## src/rtl/pc_sequencer.sv

```systemverilog
// Fetch-PC generator: owns the PC register, resolves execute-stage redirects, stall and halt.
// Latency: redirect in cycle N -> pc=target and flush=1 in N+1. Optional MISALIGN_TRAP_EN traps misaligned targets.
module pc_sequencer #(
    parameter int              PC_W     = 16,
    parameter int              STEP     = 2,
    parameter logic [PC_W-1:0] RESET_PC = '0
) (
    input  logic            clk,
    input  logic            rst_n,
    input  logic            stall,
    input  logic            halt,
    input  logic            ex_valid,
    input  logic            ex_branch,
    input  logic            ex_jump,
    input  logic            ex_jr,
    input  logic [1:0]      ex_cond,
    input  logic [PC_W-1:0] ex_rs,
    input  logic [PC_W-1:0] ex_pc_inc,
    input  logic [PC_W-1:0] ex_imm,
    output logic [PC_W-1:0] pc,
    output logic [PC_W-1:0] pc_inc,
    output logic            fetch_valid,
    output logic            flush,
    output logic            halted,
    output logic            misalign
);

    typedef enum logic [1:0] {
        ST_BOOT = 2'd0,
        ST_RUN  = 2'd1,
        ST_HALT = 2'd2
    } state_t;

    state_t            state_q, state_d;
    logic [PC_W-1:0]   pc_q, pc_d;
    logic              flush_q, flush_d;
    logic              cond_met;
    logic              taken;
    logic [PC_W-1:0]   target;
    logic [PC_W-1:0]   pc_seq;

`ifdef MISALIGN_TRAP_EN
    logic              misalign_q, misalign_d;
    logic              target_misaligned;
`endif

    assign pc_seq = pc_q + PC_W'(STEP);

    always_comb begin
        cond_met = 1'b0;
        case (ex_cond)
            2'b00:   cond_met = (ex_rs == '0);
            2'b01:   cond_met = (ex_rs != '0);
            2'b10:   cond_met = ex_rs[PC_W-1];
            default: cond_met = ~ex_rs[PC_W-1];
        endcase
    end

    // A jump takes precedence over a branch flagged in the same instruction.
    assign taken  = ex_valid & (ex_jump | (ex_branch & cond_met));
    assign target = (ex_jump & ex_jr) ? (ex_rs + ex_imm) : (ex_pc_inc + ex_imm);

`ifdef MISALIGN_TRAP_EN
    assign target_misaligned = ((32'(target) % 32'(STEP)) != 32'd0);
`endif

    always_comb begin
        state_d = state_q;
        pc_d    = pc_q;
        flush_d = 1'b0;
`ifdef MISALIGN_TRAP_EN
        misalign_d = misalign_q;
`endif
        case (state_q)
            ST_BOOT: begin
                state_d = ST_RUN;
            end
            ST_RUN: begin
                if (halt) begin
                    // Any redirect presented alongside halt is dropped.
                    state_d = ST_HALT;
                end else if (taken) begin
`ifdef MISALIGN_TRAP_EN
                    if (target_misaligned) begin
                        misalign_d = 1'b1;
                        state_d    = ST_HALT;
                        flush_d    = 1'b1;
                    end else begin
                        pc_d    = target;
                        flush_d = 1'b1;
                    end
`else
                    pc_d    = target;
                    flush_d = 1'b1;
`endif
                end else if (!stall) begin
                    pc_d = pc_seq;
                end
            end
            ST_HALT: begin
                state_d = ST_HALT;
            end
            default: begin
                state_d = ST_BOOT;
            end
        endcase
    end

    always_ff @(posedge clk or negedge rst_n) begin
        if (!rst_n) begin
            state_q <= ST_BOOT;
            pc_q    <= RESET_PC;
            flush_q <= 1'b0;
        end else begin
            state_q <= state_d;
            pc_q    <= pc_d;
            flush_q <= flush_d;
        end
    end

`ifdef MISALIGN_TRAP_EN
    always_ff @(posedge clk or negedge rst_n) begin
        if (!rst_n) begin
            misalign_q <= 1'b0;
        end else begin
            misalign_q <= misalign_d;
        end
    end
    assign misalign = misalign_q;
`else
    assign misalign = 1'b0;
`endif

    assign pc          = pc_q;
    assign pc_inc      = pc_seq;
    assign fetch_valid = (state_q == ST_RUN) & ~stall;
    assign flush       = flush_q;
    assign halted      = (state_q == ST_HALT);

endmodule

```

## config.mk

```make
export PLATFORM = sky130hd
export DESIGN_NAME = pc_sequencer
export DESIGN_NICKNAME = d
export VERILOG_FILES = /design/src/rtl/pc_sequencer.sv
export SDC_FILE = /design/constraint.sdc
export NUM_CORES = 1
export LEC_CHECK = 0
export BUFFER_PORTS_ARGS = -buffer_cell sky130_fd_sc_hd__clkbuf_2
export CORE_MARGIN = 1
export CORE_UTILIZATION = 49
export DETAILED_ROUTE_END_ITERATION = 7
export HOLD_SLACK_MARGIN = 0.1
export MAX_ROUTING_LAYER = met4
export PLACE_DENSITY = 0.93
export SETUP_SLACK_MARGIN = 0.15
export SKIP_LAST_GASP = 1
export SLEW_MARGIN = 20
export SYNTH_ARGS = -nofsm -noshare
export SYNTH_HDL_FRONTEND = slang
export SYNTH_SLANG_ARGS = --single-unit
```

## constraint.sdc

```tcl
create_clock -name clk -period 1.9 [get_ports clk]
set_input_delay 0.38 -clock clk [delete_from_list [all_inputs] [get_ports clk]]
set_output_delay 0.38 -clock clk [all_outputs]
set_load 0.05 [all_outputs]
```

==> results of run 1 <==
Yosys cell counts (all sizes together) (4+ instances only):
| master | n |
|---|---|
| nand2 | 27 |
| dfrtp | 19 |
| ha | 19 |
| mux2 | 16 |
| xnor2 | 16 |
| a21oi | 14 |
| xor2 | 13 |
| nand3 | 12 |
| o21ai | 12 |
| nor3 | 9 |
| inv | 8 |
| nor2 | 8 |
| a21o | 7 |
| o211ai | 7 |
| and3 | 5 |
| nand2b | 5 |
| nand4 | 5 |
| buf | 4 |
| clkbuf | 4 |
| nor4 | 4 |
cell families after synthesis:
kind of cell,Yosys count
adders and majority gates,20
xor gates and xnor gates,29
and+or+nand+nor,82
AOI/OAI and AO/OA,65
muxes,19
buffers and inverters,17
DFF,19
other,1
repair_timing:
item / in CTS
buffers inserted: 19
gates resized for setup: 66
hold buffers: 1
setup endpoints to repair: 28
pin swaps: 48
endpoints found under the hold margin: 19
through the flow:
step / utilization / cells / setup slack (ns)
floorplan: - / 252 / -0.7561
global placement: 0.8044 / 443 / -0.7775
detailed placement: 0.8044 / 443 / -0.8879
CTS: 0.9308 / 467 / -0.5265
==> impl_metrics.csv, run 1 <==
group,metric,value,unit
logic_synthesis,muxShareOfSynthArea,0.1011,
floorplan,io_pins,94,
status,lastStage,"global routing (5_1_grt)",
cts,cts_sinks,19,
floorplan,die_y,69.06,um
logic_synthesis,ys_seq_area_frac,0.2158,
status,status,"did not finish",
logic_synthesis,synth_top_family_by_area,"compound AO/OA/AOI/OAI gates",
logic_synthesis,ys_async_sr_fraction,1.000,
logic_synthesis,synthTopCellsByArea,"dfrtp_1, ha_1, mux2_2",
global_routing,grt_max_degree,20,
logic_synthesis,synth_compound_area_frac,0.2141,
logic_synthesis,synth_flop_cell,"dfrtp_1",
floorplan,die_x,69.06,um
cts,htreeDepth,1,
floorplan,initial_core_util,0.5095,
timing,worst-endpoint-pin-kind,"register data pin",
logic_synthesis,avgSynthCellArea,8.744,um^2
status,error,"[ERROR DPL-0038] Utilization greater than 100%, impossible to legalize",
place,globalplace.congestion,0.8661,
logic_synthesis,synth_top_area_cell,"dfrtp_1",
logic_synthesis,syn_area,2203,um^2
floorplan,rows,24,
logic_synthesis,synth-xor-area-share,0.1153,
logic_synthesis,synthAdderAreaFrac,0.1170,
logic_synthesis,yosys_warnings,0,
logic_synthesis,synth_simple_gate_area_frac,0.1988,
logic_synthesis,yosys.cell_types.count,53,
logic_synthesis,synth-seq-cells,19,
timing,worst_endpoint,"pc[12]$_DFFE_PN0P_/D",
place,io_buffers,92,
cts,cts.path.max_buffers,2,
cts,clockRootBuffer,"clkbuf_8",
logic_synthesis,synth_top_cell_area_share,0.2158,
logic_synthesis,synth_edf_count,0,
logic_synthesis,synthCells,252,
cts,cts_buffers,3,
place,place_area,3478,um^2
place,hpwl,6219,um
logic_synthesis,syn-num-nets,330,
==> inputs of run 2 (changes only) <==
--- a/config.mk
+++ b/config.mk
@@ -7,12 +7,9 @@
 export LEC_CHECK = 0
 export BUFFER_PORTS_ARGS = -buffer_cell sky130_fd_sc_hd__clkbuf_2
 export CORE_MARGIN = 1
-export CORE_UTILIZATION = 49
+export CORE_UTILIZATION = 40
 export DETAILED_ROUTE_END_ITERATION = 7
-export HOLD_SLACK_MARGIN = 0.1
-export MAX_ROUTING_LAYER = met4
-export PLACE_DENSITY = 0.93
-export SETUP_SLACK_MARGIN = 0.15
+export PLACE_DENSITY_LB_ADDON = 0.15
 export SKIP_LAST_GASP = 1
 export SLEW_MARGIN = 20
 export SYNTH_ARGS = -nofsm -noshare
==> impl_metrics.csv, run 2 <==
group,metric,value,unit
timing,fin_crit,2.404,ns
timing,grt_setup_unrepaired,"true",
logic_synthesis,synth_edf_count,0,
timing,worst_slack,-0.5043,ns
global_routing,grt_antenna_before_repair,0,
routing,drc_errors,0,
logic_synthesis,synth_flop_cell,"dfrtp_1",
cts,clockRootBuffer,"clkbuf_8",
setup_path,reg2reg_from,"pc[4]$_DFFE_PN0P_",
setup_path,slowest_delay,0.36,ns
global_routing,grt.overflow.total,0,
status,violations,"setup timing",
timing,setup_viol,21,
flow_run,drv_cap,0,
floorplan,die_x,76.22,um
timing,finalCritPeriodShare,1.265,
setup_path,critPathKind,"in2reg",
finish,multi_input_area,2266,um^2
setup_path,crit_chain,"clkbuf_16, nand2_8, mux2_4, ha_4, fa_2, a21o_1, a221oi_4, o21ai_2, buf_4, xor2_1, o221a_1",
logic_synthesis,syn-num-nets,330,
setup_path,start_kind,"input pin",
finish,antennaDiodeCount,0,
place,place_area,3516,um^2
logic_synthesis,ys_seq_area_frac,0.2158,
finish,ff_latch_area,484.2,um^2
timing,slew_violations,0,
timing,relSlewSlack,0.6485,
global_routing,grt_max_degree,20,
power_and_ir_drop,totalPowerFinal,5.296,mW
cts,cts_sinks,19,
timing,worstMarginPinSlew,0.5273,ns
logic_synthesis,syn_area,2203,um^2
setup_path,r2r_setup_slack,0.09,ns
finish,fin_nets,510,
floorplan,io_pins,94,
routing,first_pass_iters,4,
logic_synthesis,synth-seq-cells,19,
logic_synthesis,ys_async_sr_fraction,1.000,
routing,antenna_left,0,
setup_path,cp_max_fo,5,
status,status,"complete, but fails checks",
timing,fin_worst_skew,0.001272,ns
floorplan,initial_core_util,0.4233,
floorplan,die_area,5809,um^2
logic_synthesis,synth_top_cell_area_share,0.2158,
logic_synthesis,yosys_warnings,0,
cts,htreeDepth,1,
logic_synthesis,synthTopCellsByArea,"dfrtp_1, ha_1, mux2_2",
setup_path,path_delay_family,"compound AO/OA/AOI/OAI gates",
cts,cts_tree,"yes",
floorplan,coreArea,5205,um^2
logic_synthesis,synth_top_area_cell,"dfrtp_1",
cts,clk_transition_reported_paths,0.07,ns
power_and_ir_drop,p_leak,1.993,nW
logic_synthesis,yosys.cell_types.count,53,
logic_synthesis,synth_most_common_cell,"nand2_1",
routing,vias,2703,
timing,fmax,415.9,MHz
setup_path,reg2reg_depth,7,
setup_path,path_buf_inv,2,
routing,wl_per_cell,16.71,um
finish,fin_area,4247,um^2
routing,totalWireLength,8373,um
cts,clock_latency,0.26,ns
worst_hold_path,min_path_type,"in2async",
cts,cts_buffers,3,
routing,drt-initial-drc-count,122,
setup_path,reg2reg_to,"pc[8]$_DFFE_PN0P_",
power_and_ir_drop,powerDensity,1247,nW/um^2
floorplan,die_y,76.22,um
timing,setup_tns,-5.728,ns
cts,cts.path.max_buffers,2,
place,globalplace.congestion,0.8264,
finish,largest_register_ffs,16,
global_routing,grt_pass1_vias,2680,
finish,syn2layout_area_growth,92.73,%
timing,hold_viol,0,
cts,ctsHoldBuffers,0,
routing,via_per_inst,5.395,
power_and_ir_drop,ir_worst_vdd,999.9,uV
place,hpwl,5611,um
setup_path,crit_path_top_delay_cell,"fa_2",
logic_synthesis,avgSynthCellArea,8.744,um^2
logic_synthesis,synthCells,252,
floorplan,rows,26,
place,io_buffers,92,
finish,final_common_cell,"buf_4",
setup_path,end_kind,"flop",
setup_path,worstPathArrival,2.56,ns
finish,nFillCells,315,
logic_synthesis,synth_common_cells,"nand2_1, dfrtp_1, ha_1",
finish,mostFrequentLayoutCells,"buf_4, clkbuf_2, nand2_1",
finish,final_layout_size_suffix_gt1_frac,0.6543,
global_routing,grt_pass1_wl,12520,um
setup_path,cp.required,2.05,ns
global_routing,grt.total_usage,0.2664,
==> run 2: final cells by class <==
type | instances | share of cell area
repair buffers | 183 | 0.3132
inverters | 9 | 0.007955
flip-flops and latches | 19 | 0.1140
multi-input cells | 216 | 0.5336
clock buffers | 4 | 0.01061
well taps | 70 | 0.02062
==> run 2: report_power, final <==
part | switching (mW) | internal, mW | total (mW)
registers | 0.184 | 0.597 | 0.780
logic | 2.57 | 1.66 | 4.22
clock network | 0.145 | 0.150 | 0.295
==> run 2: metal layers <==
metal,GRT usage,routed length (um)
met2,0.4838,4306
met5,0,0
met3,0.02515,385
met4,0.09038,306
met1,0.3271,3374
==> run 2: logic make-up after synthesis <==
group                    share of synthesized area
AO/OA/AOI/OAI                               0.2141
XOR/XNOR                                    0.1153
multiplexers                                0.1011
adder cells (fa/ha/maj)                     0.1170
AND/OR/NAND/NOR                             0.1988
buffers and inverters                      0.03634
other                                     0.001702
flip-flops                                  0.2158
==> run 2: through the flow <==
| step | std cells | util | setup WS [ns] | hold slack, ns |
|---|---|---|---|---|
| after global routing | 501 | 0.8159 | -0.5842 | 0.1129 |
| after CTS | 491 | 0.7707 | -0.4886 | 0.09070 |
| after global placement | 471 | 0.6755 | -0.7937 | 0.3740 |
| final | 501 | 0.8159 | -0.5043 | 0.08053 |
| after detailed placement | 471 | 0.6755 | -0.8928 | 0.3739 |
| after floorplan | 252 | - | -0.7561 | 0.08441 |
==> run 2: worst reg2reg max path, cell delays in order (launching register included) <==
cell	delay [ns]
dfrtp_2	0.38
and4_4	0.26
nand4_4	0.16
buf_4	0.19
buf_4	0.12
buf_4	0.13
o211a_1	0.21
a211o_1	0.26
==> run 2: timing repair <==
| item | 4_1_cts | 5_1_grt |
|---|---|---|
| gates resized for setup | 52 | 34 |
| gates cloned | 0 | 0 |
| setup buffers | 18 | 14 |
| endpoints found under the setup margin | 23 | 27 |
| pin swaps | 47 | 45 |
==> run 2: how the worst max path moves through the flow <==
stage                       start            endpoint  depth (start not counted)
after floorplan             ex_jr   pc[8]$_DFFE_PN0P_                         11
after global placement    ex_jump   pc[8]$_DFFE_PN0P_                         11
after global routing      ex_jump  pc[12]$_DFFE_PN0P_                         11
after CTS                 ex_jump  pc[14]$_DFFE_PN0P_                         11
final                     ex_jump  pc[10]$_DFFE_PN0P_                         11
after detailed placement  ex_jump  pc[14]$_DFFE_PN0P_                         11
Power figures use the tool's default switching activity.
==> inputs of run 3 (changes only) <==
--- a/config.mk
+++ b/config.mk
@@ -5,6 +5,7 @@
 export SDC_FILE = /design/constraint.sdc
 export NUM_CORES = 1
 export LEC_CHECK = 0
+export ABC_AREA = 1
 export BUFFER_PORTS_ARGS = -buffer_cell sky130_fd_sc_hd__clkbuf_2
 export CORE_MARGIN = 1
 export CORE_UTILIZATION = 40
==> impl_metrics.csv, run 3 <==
group,metric,value,unit
logic_synthesis,synth_top_area_cell,"nand2_1",
timing,finalCritPeriodShare,1.148,
place,hpwl,6077,um
power_and_ir_drop,powerDensity,1043,nW/um^2
finish,syn2layout_area_growth,91.14,%
global_routing,grt_pass1_wl,13730,um
timing,setup_viol,22,
place,globalplace.congestion,0.8504,
cts,clock_latency,0.26,ns
cts,cts_buffers,3,
finish,final_common_cell,"nand2_1",
finish,antennaDiodeCount,0,
timing,worst_slack,-0.2808,ns
floorplan,io_pins,94,
logic_synthesis,yosys.cell_types.count,30,
flow_run,drv_cap,0,
routing,totalWireLength,9012,um
logic_synthesis,yosys_warnings,0,
logic_synthesis,synth_flop_cell,"dfrtp_1",
cts,clk_transition_reported_paths,0.07,ns
timing,slew_violations,0,
global_routing,grt_max_degree,20,
global_routing,grt_pass1_vias,3090,
timing,hold_viol,0,
setup_path,path_buf_inv,4,
floorplan,initial_core_util,0.4172,
power_and_ir_drop,p_leak,2.496,nW
cts,cts.path.max_buffers,2,
cts,cts_sinks,19,
power_and_ir_drop,ir_worst_vdd,1308,uV
logic_synthesis,synthTopCellsByArea,"nand2_1, dfrtp_1, nand3_1",
floorplan,die_x,80.82,um
floorplan,die_y,80.82,um
routing,vias,3266,
finish,mostFrequentLayoutCells,"nand2_1, clkbuf_2, buf_4",
global_routing,grt_antenna_before_repair,0,
logic_synthesis,synth_top_cell_area_share,0.2115,
cts,cts_tree,"yes",
setup_path,start_kind,"input pin",
timing,fmax,458.5,MHz
timing,fin_crit,2.181,ns
logic_synthesis,ys_async_sr_fraction,1.000,
setup_path,crit_chain,"clkbuf_16, nand2_8, buf_8, buf_6, mux2_4, ha_4, nand2_4, nand3b_1, nand2_2, buf_4, xor2_2, nand3_1, nand2_1, nand2_1, nand2_1",
finish,nFillCells,404,
setup_path,end_kind,"flop",
cts,ctsHoldBuffers,0,
floorplan,die_area,6531,um^2
routing,antenna_left,0,
routing,drc_errors,0,
status,violations,"setup timing",
place,place_inst,600,
routing,first_pass_iters,5,
timing,relSlewSlack,0.6558,
finish,fin_cells,631,
logic_synthesis,synth_common_cells,"nand2_1, nand3_1, inv_1",
finish,final_layout_size_suffix_gt1_frac,0.5504,
timing,setup_tns,-3.813,ns
setup_path,worstPathArrival,2.38,ns
cts,htreeDepth,1,
finish,fin_nets,635,
logic_synthesis,avgSynthCellArea,6.355,um^2
floorplan,coreArea,5956,um^2
setup_path,cp_common_cell,"nand2_1",
global_routing,grt.overflow.total,0,
global_routing,grt.total_usage,0.2698,
logic_synthesis,syn-num-nets,469,
timing,worstMarginPinSlew,0.5164,ns
cts,clockRootBuffer,"clkbuf_8",
timing,fin_worst_skew,0.002886,ns
routing,wl_per_cell,14.28,um
place,io_buffers,92,
setup_path,path_delay_family,"simple AND/OR/NAND/NOR gates",
worst_hold_path,min_path_type,"in2async",
setup_path,critPathKind,"in2reg",
logic_synthesis,synth_edf_count,0,
status,status,"complete, but fails checks",
logic_synthesis,synthCells,391,
finish,largest_register_ffs,16,
setup_path,cp_max_fo,7,
logic_synthesis,syn_area,2485,um^2
logic_synthesis,synth_most_common_cell,"nand2_1",
floorplan,rows,28,
setup_path,cp.required,2.10,ns
setup_path,slowest_delay,0.32,ns
setup_path,crit_path_top_delay_cell,"ha_4",
logic_synthesis,synth-seq-cells,19,
routing,via_per_inst,5.176,
timing,grt_setup_unrepaired,"true",
routing,drt-initial-drc-count,227,
logic_synthesis,ys_seq_area_frac,0.1913,
run 3: what timing repair did:
action	in CTS	in global routing
resized for setup	85	53
pin swaps	56	38
endpoints found under the setup margin	25	26
buffers inserted	19	11
run 3: metal layers:
| layer | global-route usage | share of wire | wire length, um | up-vias |
|---|---|---|---|---|
| met5 | 0 | 0 | 0 | - |
| met4 | 0.05536 | 0.012 | 106 | 0 |
| met3 | 0.03034 | 0.049 | 446 | 12 |
| met2 | 0.4950 | 0.51 | 4577 | 119 |
| met1 | 0.3377 | 0.43 | 3882 | 1548 |
| li1 | - | - | - | 1587 |
run 3: layout make-up:
cell class                 instances  area (um^2)  area share
sequential                        19        485.5      0.1022
timing repair buffer             172         1304      0.2745
tap                               75        93.84     0.01976
clock buffer                       4        45.04    0.009484
inverter                          41        153.9     0.03240
multi-input combinational        320         2668      0.5616
run 3: stage by stage:
stage | util | instance area, um^2 | power (mW) | worst slack, ns | hold WS (ns)
2_1_floorplan | - | 2899 | 3.008 | -0.4096 | 0.08441
3_3_place_gp | 0.6500 | 3871 | 3.948 | -0.5556 | 0.3687
3_5_place_dp | 0.6500 | 3871 | 3.983 | -0.6005 | 0.3707
4_1_cts | 0.7462 | 4444 | 4.616 | -0.2422 | 0.08807
5_1_grt | 0.7975 | 4750 | 5.229 | -0.3917 | 0.1186
6_report | 0.7975 | 4750 | 4.952 | -0.2808 | 0.07591
run 3: final timing paths:
| kind | endpoint | cells after the start | slack (ns) | startpoint |
|---|---|---|---|---|
| worst min register to register | pc[0]$_DFFE_PN0P_ | 2 | 0.52 | pc[0]$_DFFE_PN0P_ |
| worst max-delay path | pc[5]$_DFFE_PN0P_ | 15 | -0.28 | ex_jump |
| worst min-delay path | pc[11]$_DFFE_PN0P_ | 1 | 0.08 | rst_n |
| min in group clk | pc[0]$_DFFE_PN0P_ | 4 | 0.46 | ex_imm[0] |
| max in group asynchronous | pc[3]$_DFFE_PN0P_ | 1 | 1.45 | rst_n |
| worst max register to register | pc[14]$_DFFE_PN0P_ | 11 | 0.09 | pc[6]$_DFFE_PN0P_ |
run 3: logic make-up after synthesis:
kind of cell	Yosys count	synth area share
adder cells (fa/ha/maj)	20	0.1037
other	1	0.001509
XOR/XNOR	21	0.07402
buffers and inverters	52	0.08761
AO/OA/AOI/OAI	19	0.03827
AND/OR/NAND/NOR	244	0.4356
flip-flops	19	0.1913
multiplexers	15	0.06798
run 3: report_power, final:
group | leakage, nW | internal [mW] | switching (mW) | total, mW
combinational | 2.24 | 1.54 | 2.33 | 3.87
clock | 0.0228 | 0.150 | 0.143 | 0.293
sequential | 0.235 | 0.574 | 0.213 | 0.787
==> inputs of run 4 (changes only) <==
--- a/config.mk
+++ b/config.mk
@@ -6,10 +6,10 @@
 export NUM_CORES = 1
 export LEC_CHECK = 0
 export ABC_AREA = 1
-export BUFFER_PORTS_ARGS = -buffer_cell sky130_fd_sc_hd__clkbuf_2
 export CORE_MARGIN = 1
 export CORE_UTILIZATION = 40
 export DETAILED_ROUTE_END_ITERATION = 7
+export DONT_BUFFER_PORTS = 1
 export PLACE_DENSITY_LB_ADDON = 0.15
 export SKIP_LAST_GASP = 1
 export SLEW_MARGIN = 20
==> impl_metrics.csv, run 4 (synthesized netlist as in run 3, its figures left out) <==
group,metric,value,unit
floorplan,coreArea,5956,um^2
timing,relSlewSlack,0.3879,
power_and_ir_drop,ir_worst_vdd,1397,uV
routing,antenna_left,0,
timing,whs,0.3265,ns
setup_path,slowest_delay,0.41,ns
status,status,"complete, but fails checks",
routing,totalWireLength,8338,um
place,globalplace.congestion,0.8295,
finish,antennaDiodeCount,0,
status,violations,"setup timing",
routing,top_layer_used,"met4",
routing,wl_met3,501,um
cts,clockRootBuffer,"clkbuf_8",
finish,mostFrequentLayoutCells,"nand2_1, buf_4, inv_1",
setup_path,end_kind,"output pin",
floorplan,die_x,80.82,um
routing,drt-initial-drc-count,149,
finish,syn2layout_area_growth,72.81,%
routing,drt-met1-wl,3455,um
global_routing,grt.total_usage,0.2465,
floorplan,die_area,6531,um^2
timing,worstMarginPinSlew,0.9152,ns
finish,fin_area,4294,um^2
routing,first_pass_iters,4,
setup_path,crit_chain,"ha_4, nand2_4, nor3_4, nand4_1, inv_1, nand2_2, xnor2_4, buf_12",
cts,cts_sinks,19,
place,hpwl,5792,um
setup_path,start_kind,"flop",
global_routing,grt_pass1_wl,12390,um
finish,largest_register_ffs,16,
finish,final_layout_size_suffix_gt1_frac,0.4781,
routing,wl_per_cell,15.05,um
setup_path,r2r_setup_slack,0.14,ns
cts,cts_tree,"yes",
setup_path,crit_path_top_delay_cell,"dfrtp_2",
place,io_buffers,0,
global_routing,grt_max_degree,20,
cts,cts_buffers,3,
floorplan,initial_core_util,0.4172,
timing,setup_viol,16,
finish,final_core_util,0.7210,
timing,fin_worst_skew,0.003398,ns
cts,clock_latency,0.26,ns
routing,wl_met2,4338,um
floorplan,die_y,80.82,um
global_routing,grt.overflow.total,0,
floorplan,rows,28,
cts,htreeDepth,1,
timing,grt_setup_unrepaired,"true",
power_and_ir_drop,p_leak,2.128,nW
timing,fmax,471.6,MHz
worst_hold_path,min_path_type,"in2reg",
routing,vias,2946,
timing,hold_viol,0,
setup_path,cp.required,1.52,ns
timing,fin_crit,2.121,ns
timing,worst_slack,-0.2205,ns
finish,final_common_cell,"nand2_1",
routing,via_per_inst,5.318,
cts,cts.path.max_buffers,2,
place,place_area,3536,um^2
floorplan,io_pins,94,
power_and_ir_drop,powerDensity,1107,nW/um^2
timing,finalCritPeriodShare,1.116,
setup_path,worstPathArrival,1.74,ns
setup_path,critPathKind,"reg2out",
global_routing,grt_pass1_vias,2771,
global_routing,grt_antenna_before_repair,0,
cts,clk_transition_reported_paths,0.08,ns
routing,drc_errors,0,
setup_path,cp_max_fo,3,
flow_run,drv_cap,0,
timing,slew_violations,0,
finish,fin_nets,558,
## run 4: cell count changes in the layout (fill, tap and decap cells not counted), sizes merged
| cell | change |
|---|---|
| clkbuf | -79 |
| nand2 | +1 |
| dlygate4sd3 | +1 |
## run 4: final timing paths
path                               startpoint            endpoint  depth (start not counted)
min in group asynchronous               rst_n   pc[5]$_DFFE_PN0P_                          1
max reg2reg                 pc[1]$_DFFE_PN0P_   pc[5]$_DFFE_PN0P_                          9
max                         pc[1]$_DFFE_PN0P_          pc_inc[15]                          8
min reg2reg                pc[12]$_DFFE_PN0P_  pc[12]$_DFFE_PN0P_                          2
min                                 ex_imm[0]   pc[0]$_DFFE_PN0P_                          3
max in group asynchronous               rst_n   pc[6]$_DFFE_PN0P_                          1
## run 4: layer usage
metal  global-route usage  vias up
li1                     -     1432
met1               0.3261     1410
met2               0.4252       97
met3              0.04719        7
met4              0.03214        0
met5                    0        -
## run 4: power by group
group          internal (mW)  switching (mW)  total, mW
clock                  0.150           0.144      0.294
combinational           1.47            2.23       3.70
sequential             0.574           0.189      0.763
## run 4: layout make-up
class	instances	area, um^2
Tap cell	75	93.84
Sequential cell	19	485.5
Clock buffer	4	45.04
Fill cell	465	1662
Timing Repair Buffer	94	882.1
Multi-Input combinational cell	321	2634
Inverter	41	153.9
## run 4: per-stage QoR
step | setup TNS, ns | setup WS (ns) | cells | power, mW
floorplan | -5.067 | -0.4096 | 391 | 3.008
global placement | -4.061 | -0.3771 | 522 | 3.907
detailed placement | -4.304 | -0.3790 | 522 | 3.945
CTS | -1.650 | -0.2249 | 549 | 4.488
global route | -3.272 | -0.3465 | 554 | 5.030
finish | -1.511 | -0.2205 | 554 | 4.752
## run 4: worst max-delay path: cells and delay by family, from the launching register on
kind,cells,cell delay (ns)
xor+xnor,1,0.18
buf+inv,2,0.26
flops,1,0.41
fa+ha+maj,1,0.17
simple gates,4,0.46
## run 4: repair_timing
item | 4_1_cts | 5_1_grt
pin swaps | 20 | 47
resized for setup | 32 | 77
setup buffers | 21 | 8
cloned | 1 | 0
hold endpoints to repair | 19 | 0
setup endpoints to repair | 20 | 25
hold buffers | 1 | 0
